===== config.mk =====
export PLATFORM = sky130hd
export DESIGN_NAME = sig_collector
export DESIGN_NICKNAME = d
export VERILOG_FILES = /design/src/rtl/sig_collector.sv
export SDC_FILE = /design/constraint.sdc
export NUM_CORES = 1
export LEC_CHECK = 0
export CORE_AREA = 2 2 100 102
export DETAILED_ROUTE_END_ITERATION = 6
export DIE_AREA = 0 0 102 104
export GPL_TIMING_DRIVEN = 0
export PLACE_DENSITY = 0.84
export SETUP_SLACK_MARGIN = 0.3
export SKIP_CTS_REPAIR_TIMING = 1
export SLEW_MARGIN = 10
export SYNTH_ARGS = -nofsm -noshare
export SYNTH_HDL_FRONTEND = slang
export SYNTH_SLANG_ARGS = --single-unit

===== constraint.sdc =====
create_clock -name clk -period 2.97 [get_ports clk]
set_input_delay 0.297 -clock clk [delete_from_list [all_inputs] [get_ports clk]]
set_output_delay 0.297 -clock clk [all_outputs]
set_load 0.02 [all_outputs]

===== src/rtl/sig_collector.sv =====
// Signature collector: discards WARMUP leading beats, folds the rest of a
// TOTAL-beat run into a 64-bit LFSR-style signature and compares it to a golden value.
module sig_collector #(
    parameter int unsigned WARMUP = 10,
    parameter int unsigned TOTAL  = 90
) (
    input  logic        clk,
    input  logic        rst,
    input  logic        start,
    input  logic        in_valid,
    input  logic [31:0] in_data,
    input  logic [63:0] expected,
    output logic        busy,
    output logic        done,
    output logic        pass,
    output logic        fail,
    output logic [63:0] sig,
    output logic [15:0] beat_cnt
);

    localparam int unsigned CNT_W  = 16;
    localparam int unsigned DATA_W = 32;
    localparam int unsigned SIG_W  = 64;

    // Count values of the last warmup beat and the last beat of the run.
    // WARM_LAST wraps when WARMUP=0, which is harmless: WARM is never entered then.
    localparam logic [CNT_W-1:0] WARM_LAST  = CNT_W'(WARMUP - 1);
    localparam logic [CNT_W-1:0] TOTAL_LAST = CNT_W'(TOTAL - 1);

    if (TOTAL == 0 || WARMUP >= TOTAL || TOTAL > 65535) begin : g_param_check
        $error("sig_collector: illegal parameters WARMUP=%0d TOTAL=%0d", WARMUP, TOTAL);
    end

    typedef enum logic [1:0] {
        ST_IDLE,
        ST_WARM,
        ST_ACC,
        ST_DONE
    } state_t;

    state_t             state_q;
    logic [SIG_W-1:0]   sig_q;
    logic [SIG_W-1:0]   sig_d;
    logic [CNT_W-1:0]   cnt_q;
    logic [CNT_W-1:0]   cnt_d;
    logic               busy_q;
    logic               done_q;
    logic               pass_q;
    logic               fail_q;

    // Next signature: shift with feedback taps 63/2/0, then xor in the beat.
    always_comb begin
        sig_d = {{(SIG_W - DATA_W){1'b0}}, in_data}
              ^ {sig_q[SIG_W-2:0], sig_q[SIG_W-1] ^ sig_q[2] ^ sig_q[0]};
        cnt_d = cnt_q + CNT_W'(1);
    end

    always_ff @(posedge clk) begin
        if (rst) begin
            state_q <= ST_IDLE;
            sig_q   <= '0;
            cnt_q   <= '0;
            busy_q  <= 1'b0;
            done_q  <= 1'b0;
            pass_q  <= 1'b0;
            fail_q  <= 1'b0;
        end else begin
            done_q <= 1'b0;
            case (state_q)
                ST_IDLE: begin
                    if (start) begin
                        sig_q   <= '0;
                        cnt_q   <= '0;
                        pass_q  <= 1'b0;
                        fail_q  <= 1'b0;
                        busy_q  <= 1'b1;
                        state_q <= (WARMUP == 0) ? ST_ACC : ST_WARM;
                    end
                end
                ST_WARM: begin
                    if (in_valid) begin
                        cnt_q <= cnt_d;
                        if (cnt_q == WARM_LAST) begin
                            state_q <= ST_ACC;
                        end
                    end
                end
                ST_ACC: begin
                    if (in_valid) begin
                        cnt_q <= cnt_d;
                        sig_q <= sig_d;
                        if (cnt_q == TOTAL_LAST) begin
                            state_q <= ST_DONE;
                        end
                    end
                end
                ST_DONE: begin
                    done_q  <= 1'b1;
                    pass_q  <= (sig_q == expected);
                    fail_q  <= (sig_q != expected);
                    busy_q  <= 1'b0;
                    state_q <= ST_IDLE;
                end
                default: begin
                    state_q <= ST_IDLE;
                end
            endcase
        end
    end

    assign busy     = busy_q;
    assign done     = done_q;
    assign pass     = pass_q;
    assign fail     = fail_q;
    assign sig      = sig_q;
    assign beat_cnt = cnt_q;

endmodule


# After elaboration in Yosys (flattened, before gate mapping)
# Index checks and enable logic that the tools add are counted.
[word_totals]
regBits = 86
output_inout_bits = 84
wordCells = 51
[op_classes]
n_addsub = 1
eq_ne = 13
mux = 18
bitwise = 3
n_reduce_logical = 9
[op_table]
columns = ["op", "n"]
rows = [
  ["64-bit two-way mux", 2],
  ["64-bit one-hot mux with 2 select lines", 1],
  ["64-bit equality test", 1],
  ["64-bit inequality test", 1],
  ["32-bit by 64-bit bitwise XOR with 64-bit output", 1],
  ["16-bit two-way mux", 2],
  ["16-bit one-hot mux with 2 select lines", 1],
  ["16-bit by 1-bit adder with 16-bit output (second input constant)", 1],
  ["16-bit by 4-bit equality test with 1-bit output (second input constant)", 1],
  ["16-bit by 7-bit equality test with 1-bit output (second input constant)", 1],
  ["2-bit two-way mux", 5],
  ["2-bit inequality test (second input constant)", 5],
  ["2-bit one-hot mux with 4 select lines", 1],
  ["1-bit one-hot mux with 2 select lines", 3],
  ["3-bit AND reduction", 2],
  ["2-bit nonzero test", 3],
  ["5-bit AND reduction", 1],
  ["2-bit equality test (second input constant)", 2],
  ["1-bit two-way mux", 3],
  ["2-bit by 1-bit equality test with 1-bit output (second input constant)", 1],
  ["2-bit logical NOT", 1],
  ["2-bit by 1-bit inequality test with 1-bit output (second input constant)", 1],
  ["2-bit AND reduction", 1],
  ["2-bit OR reduction", 1],
  ["1-bit bitwise XOR", 2],
]

# Depth between registers and ports, before layout
# Gate-level depths: netlist of run 1.
[logic_depth]
word_depth = 5
ltp_mapped = 8
depth_no_buf = 7

# Worst setup path before layout of run 1
# OpenSTA, ideal clock, no wires.
[synth_timing]
path_kind = "register -> register"
start = "register state_q[0]"
end = "register cnt_q[5], in the netlist beat_cnt[5]"
setup_ps = 126
arrival_time_ps = 1809
required_time_ps = 2844
slack_ps = 1035
path_stages_with_launch = 8
n_path_buf = 0
cell_sequence = "dfxtp_1 > inv_1 > ha_1 > mux2i_1 > nor3_1 > and3_1 > xnor2_1 > nor2_1"
[synth_via]
elab_chain_len = 4
word_cells_on_any_way = 9
cone_classes = "eq/ne: 4; mux: 1; reduce/logical: 4"
[synth_lines]
columns = ["element", "line_no", "rtl"]
rows = [
  ["start: declaration", "41", "state_t state_q;"],
  ["start signal: assignment", "77", "state_q <= (WARMUP == 0) ? ST_ACC : ST_WARM;"],
  ["2-bit equality test or 2-bit by 1-bit equality test with 1-bit output (tied branches)", "69", "case (state_q)"],
  ["2-bit OR reduction (no source line)", "n/a", ""],
  ["2-bit by 1-bit inequality test with 1-bit output (no source line) or 2-bit nonzero test (tied branches)", "n/a", ""],
  ["3-bit AND reduction (no source line)", "n/a", ""],
  ["end signal: assignment", "82", "cnt_q <= cnt_d;"],
  ["end signal: assignment", "90", "cnt_q <= cnt_d;"],
  ["end: declaration", "44", "logic [CNT_W-1:0] cnt_q;"],
]
# Parallel ways exist; a longest one is shown, timed or not.
# A chain may end at the register's enable or synchronous reset.

# Final worst setup path of run 1
[layout_timing]
start = "register state_q[0]"
end = "register cnt_q[4], in the netlist beat_cnt[4]"
# Same word-level chain as after synthesis.

==> results of run 1 <==
## power by group
| part | switching, W | internal (W) | total [W] |
|---|---|---|---|
| combinational | 0.000649 | 0.000394 | 0.00104 |
| clock | 0.000427 | 0.000473 | 0.000900 |
| sequential | 0.0000648 | 0.00120 | 0.00127 |
## registers in the layout, summed over array words and instances, names as in the netlist
register and cells:
done 1, sig 64, fail 1, busy 1, beat_cnt 16, state_q 2, pass 1
## metrics by stage
stage,std cells,utilization
after floorplan,461,-
after global placement,776,0.649
after detailed placement,776,0.649
after CTS,791,0.671
after global routing,791,0.671
final,791,0.671
## cell type report
class | instances | area [um2]
multi-input combinational | 348 | 2370
timing repair buffer | 182 | 1820
buffer | 22 | 97.6
sequential | 86 | 1720
clock buffer | 10 | 128
inverter | 5 | 18.8
clock inverter | 5 | 85.1
fill | 776 | 3140
tap | 133 | 166
## cell families after synthesis
family / share of synthesized area
xor+xnor: 0.231
flops: 0.409
mux: 0.00714
buf+inv: 0.0277
simple gates: 0.170
compound gates: 0.133
fa+ha+maj: 0.0208
## cell usage after synthesis (all sizes together) (2+ instances only)
library cell and instances:
and3 2, ha 7, or4 2, buf 7
nand2 15, xnor2 5, nand3b 2, o21ai 6
mux2i 3, inv 5, nand4 9, nand3 5
dfxtp 86, a22oi 63, xor2 106, a21oi 6
nor3 3, nor4 21, nor2b 2, nor2 83
clkbuf 15
## path summary, 6_finish.rpt
path	depth (start not counted)	slack [ns]	endpoint
setup reg to reg	7	0.71	beat_cnt[4]$_SDFFE_PP0P_
hold reg to reg	2	0.48	fail$_SDFFE_PP0P_
setup / recovery	7	0.71	beat_cnt[4]$_SDFFE_PP0P_
hold / removal	2	0.48	fail$_SDFFE_PP0P_
## layer usage
layer  up-vias  global-route usage  part of all wire
li1       1984                   -                 -
met1      2009               0.306              0.40
met2       189               0.418              0.49
met3        29              0.0645             0.081
met4         0              0.0971             0.026
met5         -                   0                 0
## worst max-delay path: stages, from the launching register on
cell and delay [ns]:
dfxtp_1 0.40, inv_1 0.10, ha_1 0.40, mux2i_1 0.64, nor2_1 0.20, nand4_1 0.16, xor2_1 0.18, nor2_1 0.05
==> results by group, run 1 <==
Worst setup path
  – Critical Path RT: 3.19 ns
  – Max Fanout on Critical Path: 7
  – Setup crit end kind: register
  – WS Path Type: reg2reg
  – Crit path from: state_q[0]$_SDFFE_PP0P_
  – CP Data Arrival Time: 2.48 ns
  – RR Startpoint: state_q[0]$_SDFFE_PP0P_
  – Setup crit start kind: register

Final layout
  – Commonest cells after routing, fill and taps aside: clkdlybuf4s50_1 (182), xor2_1 (106), dfxtp_1 (86)
  – Commonest non-fill, non-tap cell in the layout: clkdlybuf4s50_1
  – Antenna Cells: 0
  – Nets@finish: 761
  – Fin area: 6410 um2
  – Area grow syn2layout: 52.3%
  – Fraction of layout cells with a size suffix above 1: 0.0410

Clocking
  – Clock Tree Buf Depth: 2
  – CTS sink count: 86
  – Root Driver: clkbuf_8
  – Cts bufs inserted: 9
  – CTS tree: built
  – Clock Pin Slew Worst Setup and Hold Paths: 0.09 ns
  – Clock latency on the worst-skew pair: 0.34 ns
  – Htree depth: 3

Timing
  – Fmax: 442 MHz
  – Final setup fails: 0
  – Slew Viols, Final: 0
  – Clock period minus final worst setup slack: 2.26 ns
  – Part of the cycle the worst path needs: 0.763
  – Relative slew slack: 0.517
  – Final Hold Violating Endpoints: 0
  – Hold slack: 0.476 ns
  – RSZ-0062 raised after global routing: no
  – Fin Clk Skew: 0.00743 ns
  – Actual slew at the worst max-slew pin: 0.704 ns
  – Setup slack after layout: 0.705 ns
  – TNS Setup: 0 ns

Power and ir drop
  – Pwr/cell area: 501 nW/um2
  – Max IR drop VDD: 0.000291 V
  – Total Power: 0.00321 W
  – Leak: 2.56 nW

Global routing
  – Vias in the first global route: 4122
  – Largest net degree at the start of global routing: 15
  – GRT Util Overall: 0.251
  – First-pass GRT wire length: 20700 um
  – Grt ovf: 0
  – Initial antenna violation count: 0

Synthesis
  – Post-synth top flop: dfxtp_1
  – Library cells used by synthesis: 35
  – Cells after Synth: 461
  – Cell taking the most area after synthesis: dfxtp_1
  – Yosys reg bits: 86
  – Seq/Total Area, Yosys: 0.409
  – Syn_area_per_cell: 9.12 um2
  – Synth Warn #: 0
  – Async SR Flop Fraction: 0
  – Synth area leaders: dfxtp_1 (41%), xor2_1 (22%), a22oi_1 (11%)
  – Post-Syn Area: 4210 um2
  – Yosys top cell area share: 0.409
  – Syn nets: 568
  – EDFF count, synth: 0

Die
  – Core area: 9550 um2
  – Total die area: 10600 um2
  – Die X-Extent: 102 um
  – Die Span Y: 104 um
  – Cell Rows: 36
  – Initial Util: 0.440
  – Io pins: 184

Hold path
  – HP Start: fail$_SDFFE_PP0P_
  – Tightest Hold Check Type: reg2reg

Detailed routing
  – Vias per cell: 5.32
  – Vias: 4211
  – WL per Instance: 17.2 um
  – Final ANT Viol Nets: 0
  – Pre-antenna DRT Iters: 5
  – Routed WL: 13600 um
  – DRT iter0 DRCs: 211
  – DRC: 0

Place
  – Placed cell areas: 6190 um2
  – DP Wirelength: 10800 um
  – GP Congestion: 0.852
  – Place WS: 0.504 ns
  – Port Buffers: 182

Run status
  – Status: finished clean

Flow run
  – Max cap viols: 0
No activity file was read; power rests on OpenSTA's default activity.
==> inputs of run 2 (changes only) <==
--- a/config.mk
+++ b/config.mk
@@ -5,11 +5,11 @@
 export SDC_FILE = /design/constraint.sdc
 export NUM_CORES = 1
 export LEC_CHECK = 0
-export CORE_AREA = 2 2 100 102
+export CORE_AREA = 2 2 109 111
 export DETAILED_ROUTE_END_ITERATION = 6
-export DIE_AREA = 0 0 102 104
+export DIE_AREA = 0 0 111 113
 export GPL_TIMING_DRIVEN = 0
-export PLACE_DENSITY = 0.84
+export PLACE_DENSITY = 0.75
 export SETUP_SLACK_MARGIN = 0.3
 export SKIP_CTS_REPAIR_TIMING = 1
 export SLEW_MARGIN = 10
==> constraint.sdc (replaced) <==
create_clock -name clk -period 2 [get_ports clk]
set_input_delay 0.2 -clock clk [delete_from_list [all_inputs] [get_ports clk]]
set_output_delay 0.2 -clock clk [all_outputs]
set_load 0.02 [all_outputs]
==> run 2 against run 1 <==
Wire length grew 8.8%. Hold slack lost 0.091 ns. Clock power grew 79%. Largest cell class unchanged. Die area grew 18%. Worst setup slack lost 0.50 ns.
==> results by group, run 2 (synthesized netlist as in run 1, its figures left out) <==
Detailed routing
  – DRT iter0 DRCs: 190 (-10%)
  – DRC: 0 (unchanged)
  – Pre-antenna DRT Iters: 5 (unchanged)
  – Vias per cell: 5.18 (-2.8%)
  – Routed WL: 14800 um (+8.8%)
  – Vias: 4245 (+0.81%)
  – WL per Instance: 18.0 um (+4.9%)
  – Final ANT Viol Nets: 0 (unchanged)

Power and ir drop
  – Sequential Power Share: 0.336 (-0.059)
  – Comb power frac: 0.381 (+0.056)
  – Leak: 2.82 nW (+10%)
  – Pwr/cell area: 826 nW/um2 (+65%)
  – Int Pwr: 0.00371 W (+79%)
  – Clock power frac: 0.284 (+0.004)
  – NetSw: 0.00196 W (+72%)
  – Switching part of the total: 0.346 (-0.0100)
  – Max IR drop VDD: 0.000423 V (+45%)

Clocking
  – Htree depth: 3 (unchanged)
  – Root Driver: clkbuf_16
  – Cts bufs inserted: 9 (unchanged)
  – CTS sink count: 86 (unchanged)
  – CTS tree: built
  – Clock Pin Slew Worst Setup and Hold Paths: 0.06 ns (-0.03 ns)
  – Clock latency on the worst-skew pair: 0.34 ns (about the same)
  – Clock Tree Buf Depth: 2 (unchanged)

Final layout
  – Post-Layout Cell Count: 820 (+3.7%)
  – Nets@finish: 779 (+2.4%)
  – Antenna Cells: 0 (unchanged)
  – Fraction of layout cells with a size suffix above 1: 0.131 (+0.0904)
  – Fillers: 1001 (+29%)
  – Area grow syn2layout: 63.2%
  – Commonest cells after routing, fill and taps aside: clkdlybuf4s50_1 (178), xor2_1 (105), nor2_1 (81)
  – Largest register FFs: 64 (unchanged)
  – Commonest non-fill, non-tap cell in the layout: clkdlybuf4s50_1

Place
  – Cells after DPL: 786 (+1.3%)
  – DP Wirelength: 11300 um (+4.9%)
  – Port Buffers: 182 (unchanged)
  – Place WS: -0.291 ns (-0.795 ns)
  – GP Congestion: 0.846 (-0.79%)

Die
  – Die X-Extent: 111 um (+8.8%)
  – Cell Rows: 39 (+8.3%)
  – Initial Util: 0.373 (-0.0673)
  – Die Span Y: 113 um (+8.7%)
  – Io pins: 184 (unchanged)
  – Core area: 11300 um2 (+18%)
  – Total die area: 12500 um2 (+18%)

Global routing
  – Grt ovf: 0 (unchanged)
  – First-pass GRT wire length: 21900 um (+5.7%)
  – Initial antenna violation count: 0 (unchanged)
  – GRT Util Overall: 0.222 (-0.0282)
  – M1 GR Usage: 0.271 (-0.0346)
  – Met3 Usage GRT: 0.0509 (-0.0136)
  – Met2 track demand over resource: 0.384 (-0.0338)
  – Largest net degree at the start of global routing: 14 (-1)
  – Vias in the first global route: 4146 (+0.58%)
  – GRT Max-Usage Layer: met2

Timing
  – Actual slew at the worst max-slew pin: 0.488 ns (-0.216 ns)
  – Final Hold Violating Endpoints: 0 (unchanged)
  – Setup slack after layout: 0.207 ns (-0.498 ns)
  – Slew Viols, Final: 0 (unchanged)
  – Fmax: 558 MHz (+26%)
  – Relative slew slack: 0.674 (+0.157)
  – Fin Clk Skew: 0.00689 ns (-0.000535 ns)
  – Final setup fails: 0 (unchanged)
  – Part of the cycle the worst path needs: 0.896 (+0.134)
  – Clock period minus final worst setup slack: 1.79 ns (-0.472 ns)
  – RSZ-0062 raised after global routing: yes

Flow run
  – Max cap viols: 0 (unchanged)

Worst setup path
  – Critical Path RT: 2.26 ns (-0.93 ns)
  – CP Data Arrival Time: 2.05 ns (-0.43 ns)
  – Max Fanout on Critical Path: 6 (-1)
  – Cell Chain, Critical Path: or4b_1 > nor4_2 > o211ai_1 > a21oi_2 > mux2i_1
  – Buf/Inv on CP: 0 (-1)
  – Largest delay share family, worst path: simple AND/OR/NAND/NOR gates
  – CP max stage delay: 0.56 ns (-0.08 ns)
  – WS Path Type: reg2reg
  – Setup crit end kind: register
  – Setup crit start kind: register
  – CP max-delay cell: or4b_1

Hold path
  – Tightest Hold Check Type: in2reg

Run status
  – Status: finished clean
-- run 2: metal layers --
metal / vias up / wire length, um / share of wire
li1: 2025 / - / -
met1: 2049 / 6080 / 0.41
met2: 154 / 7430 / 0.50
met3: 17 / 1010 / 0.068
met4: 0 / 252 / 0.017
met5: - / 0 / 0
-- run 2: worst paths after layout --
check	startpoint	to	slack [ns]	depth (start not counted)
worst max-delay path	beat_cnt[11]$_SDFFE_PP0P_	state_q[1]$_SDFFE_PP0P_	0.21	5
worst min-delay path	rst	pass$_SDFFE_PP0P_	0.38	3
worst max register to register	beat_cnt[11]$_SDFFE_PP0P_	state_q[1]$_SDFFE_PP0P_	0.21	5
worst min register to register	fail$_SDFFE_PP0P_	fail$_SDFFE_PP0P_	0.47	2
-- run 2: tightest hold or removal path: cells and delay by family --
family	cells	cell delay [ns]
AO/OA/AOI/OAI	1	0.13
AND/OR/NAND/NOR	1	0.15
buffers and inverters	1	0.20
-- run 2: cell type report --
| cell class | count | area [um2] | area share |
|---|---|---|---|
| timing repair buffer | 198 | 1970 | 0.287 |
| tap | 143 | 179 | 0.0261 |
| sequential | 86 | 1750 | 0.255 |
| multi-input combinational | 350 | 2530 | 0.368 |
| buffer | 22 | 129 | 0.0188 |
| inverter | 5 | 23.8 | 0.00346 |
| clock inverter | 3 | 17.5 | 0.00255 |
| clock buffer | 13 | 270 | 0.0394 |
-- run 2: power groups by stage --
stage	clock network [W]	registers (W)	logic, W
final	0.00161	0.00190	0.00216
after global routing	0.00173	0.00191	0.00230
after global placement	0	0.00192	0.00159
after floorplan	0	0.00197	0.000947
after CTS	0.00164	0.00189	0.00164
after detailed placement	0	0.00192	0.00164
-- run 2: metrics by stage --
stage          total power [W]  hold slack [ns]  instance area, um2   util  TNS, ns
6_report               0.00567            0.385                6860  0.609        0
5_1_grt                0.00594            0.441                6860  0.609        0
3_3_place_gp           0.00351            0.447                6250  0.554    -1.72
3_5_place_dp           0.00356            0.462                6250  0.554    -2.52
2_1_floorplan          0.00291            0.461                4250      -        0
4_1_cts                0.00517            0.404                6540  0.580   -0.147
==> inputs of run 3 (changes only) <==
--- a/config.mk
+++ b/config.mk
@@ -9,7 +9,7 @@
 export DETAILED_ROUTE_END_ITERATION = 6
 export DIE_AREA = 0 0 111 113
 export GPL_TIMING_DRIVEN = 0
-export PLACE_DENSITY = 0.75
+export PLACE_DENSITY_LB_ADDON = 0.05
 export SETUP_SLACK_MARGIN = 0.3
 export SKIP_CTS_REPAIR_TIMING = 1
 export SLEW_MARGIN = 10
==> run 3 against run 2 <==
Die area is the same. Combinational power shrank 6%. Global-route usage shrank 0.22 points. Final cell count shrank 0.85%. Clock power grew 4%. Core utilization grew 0.12 points. Sequential power is essentially flat. Critical path type unchanged.
==> results by group, run 3 (synthesized netlist as in run 1, its figures left out) <==
Run status
  – Status: finished clean

Place
  – GP Congestion: 0.840 (-0.70%)
  – DP Wirelength: 10800 um (-4.2%)
  – Port Buffers: 182 (unchanged)
  – Place WS: -0.489 ns (-0.199 ns)
  – Placed cell areas: 6250 um2 (unchanged)

Global routing
  – First-pass GRT wire length: 21700 um (-0.79%)
  – Vias in the first global route: 3953 (-4.7%)
  – GRT Util Overall: 0.220 (-0.00224)
  – Largest net degree at the start of global routing: 13 (-1)
  – Grt ovf: 0 (unchanged)
  – Initial antenna violation count: 0 (unchanged)

Die
  – Die X-Extent: 111 um (unchanged)
  – Core area: 11300 um2 (unchanged)
  – Total die area: 12500 um2 (unchanged)
  – Cell Rows: 39 (unchanged)
  – Initial Util: 0.373 (unchanged)
  – Die Span Y: 113 um (unchanged)
  – Io pins: 184 (unchanged)

Clocking
  – Clock Pin Slew Worst Setup and Hold Paths: 0.06 ns (about the same)
  – Root Driver: clkbuf_16
  – Htree depth: 3 (unchanged)
  – Cts bufs inserted: 9 (unchanged)
  – Clock Tree Buf Depth: 2 (unchanged)
  – CTS tree: built
  – Clock latency on the worst-skew pair: 0.33 ns (about the same)
  – CTS sink count: 86 (unchanged)

Worst setup path
  – Setup crit start kind: register
  – Max Fanout on Critical Path: 6 (unchanged)
  – Critical Path RT: 2.22 ns (-0.04 ns)
  – WS Path Type: reg2reg
  – CP Data Arrival Time: 1.98 ns (-0.07 ns)
  – Setup crit end kind: register

Detailed routing
  – Routed WL: 14300 um (-2.9%)
  – DRC: 0 (unchanged)
  – Pre-antenna DRT Iters: 4 (-1)
  – Vias: 4148 (-2.3%)
  – Final ANT Viol Nets: 0 (unchanged)
  – Vias per cell: 5.10 (-1.4%)
  – WL per Instance: 17.6 um (-2.1%)
  – DRT iter0 DRCs: 291 (+53%)

Timing
  – Final setup fails: 0 (unchanged)
  – Fmax: 569 MHz (+1.9%)
  – Actual slew at the worst max-slew pin: 0.510 ns (+0.0213 ns)
  – Fin Clk Skew: 0.00534 ns (-0.00155 ns)
  – Final Hold Violating Endpoints: 0 (unchanged)
  – Slew Viols, Final: 0 (unchanged)
  – Part of the cycle the worst path needs: 0.879 (-0.0171)
  – RSZ-0062 raised after global routing: yes
  – Setup slack after layout: 0.242 ns (+0.0343 ns)
  – Hold slack: 0.425 ns (+0.0402 ns)
  – Relative slew slack: 0.660 (-0.0142)
  – Clock period minus final worst setup slack: 1.76 ns (-0.0343 ns)

Final layout
  – Nets@finish: 774 (-0.64%)
  – Antenna Cells: 0 (unchanged)
  – Fraction of layout cells with a size suffix above 1: 0.131 (about the same)
  – Largest register FFs: 64 (unchanged)
  – Fin area: 6880 um2 (+0.20%)
  – Area grow syn2layout: 63.5%
  – Commonest cells after routing, fill and taps aside: clkdlybuf4s50_1 (177), xor2_1 (105), nor2_1 (81)
  – Commonest non-fill, non-tap cell in the layout: clkdlybuf4s50_1

Flow run
  – Max cap viols: 0 (unchanged)

Power and ir drop
  – Max IR drop VDD: 0.000536 V (+27%)
  – Comb power frac: 0.361 (-0.020)
  – Sequential Power Share: 0.340 (+0.004)
  – Switching part of the total: 0.339 (-0.00674)
  – Leak: 2.82 nW (about the same)
  – Clock power frac: 0.299 (+0.015)
  – Int Pwr: 0.00370 W (-0.18%)
  – Pwr/cell area: 815 nW/um2 (-1.4%)
  – NetSw: 0.00190 W (-3.1%)

Hold path
  – Tightest Hold Check Type: in2reg
[run 3: changes by cell type in the layout (fill, tap and decap cells not counted), sizes merged]
cell	previous run	this run
buf	22	17
clkinvlp	1	0
nor2	84	83
bufinv	0	1
clkinv	2	0
clkbuf	29	30
clkdlybuf4s50	178	177
dlymetal6s2s	4	5
[run 3: final cells by class]
type | count | area [um2]
flip-flops and latches | 86 | 1750
repair buffers | 194 | 1920
multi-input cells | 349 | 2580
clock inverters | 1 | 30.0
fillers | 1010 | 4400
inverters | 5 | 23.8
plain buffers | 22 | 129
clock buffers | 13 | 260
well taps | 143 | 179
[run 3: per-stage QoR]
stage	utilization	TNS, ns	cells	total power (W)
floorplan	-	0	461	0.00291
global placement	0.554	-3.76	786	0.00352
detailed placement	0.554	-4.09	786	0.00355
CTS	0.580	-1.61	800	0.00524
global route	0.610	0	813	0.00586
finish	0.610	0	813	0.00560
[run 3: final timing paths]
check,from,to,slack [ns],depth (start not counted)
worst min-delay path,in_valid,sig[0]$_SDFFE_PP0P_,0.42,4
worst max-delay path,state_q[1]$_SDFFE_PP0P_,beat_cnt[4]$_SDFFE_PP0P_,0.24,8
worst min register to register,fail$_SDFFE_PP0P_,fail$_SDFFE_PP0P_,0.46,2
worst max register to register,state_q[1]$_SDFFE_PP0P_,beat_cnt[4]$_SDFFE_PP0P_,0.24,8
[run 3: metal layers]
layer	share of wire	wire [um]	up-vias	GRT usage
li1	-	-	2018	-
met2	0.46	6610	154	0.347
met1	0.46	6600	1964	0.301
met5	0	0	-	0
met4	0.014	204	0	0.0683
met3	0.065	926	12	0.0530
[run 3: power by group through the flow]
stage	Sequential (W)	Combinational [W]	Clock [W]
after floorplan	0.00197	0.000947	0
after global placement	0.00192	0.00160	0
after detailed placement	0.00192	0.00163	0
after CTS	0.00189	0.00164	0.00171
after global routing	0.00191	0.00218	0.00177
final	0.00190	0.00202	0.00168
[run 3: critical path, stage by stage, from the launching register on]
cell and delay (ns):
dfxtp_4 0.38, inv_4 0.06, ha_4 0.31, mux2i_4 0.38, buf_4 0.20, nor2_4 0.04, nand4_1 0.10, xor2_1 0.14
nor2_1 0.05
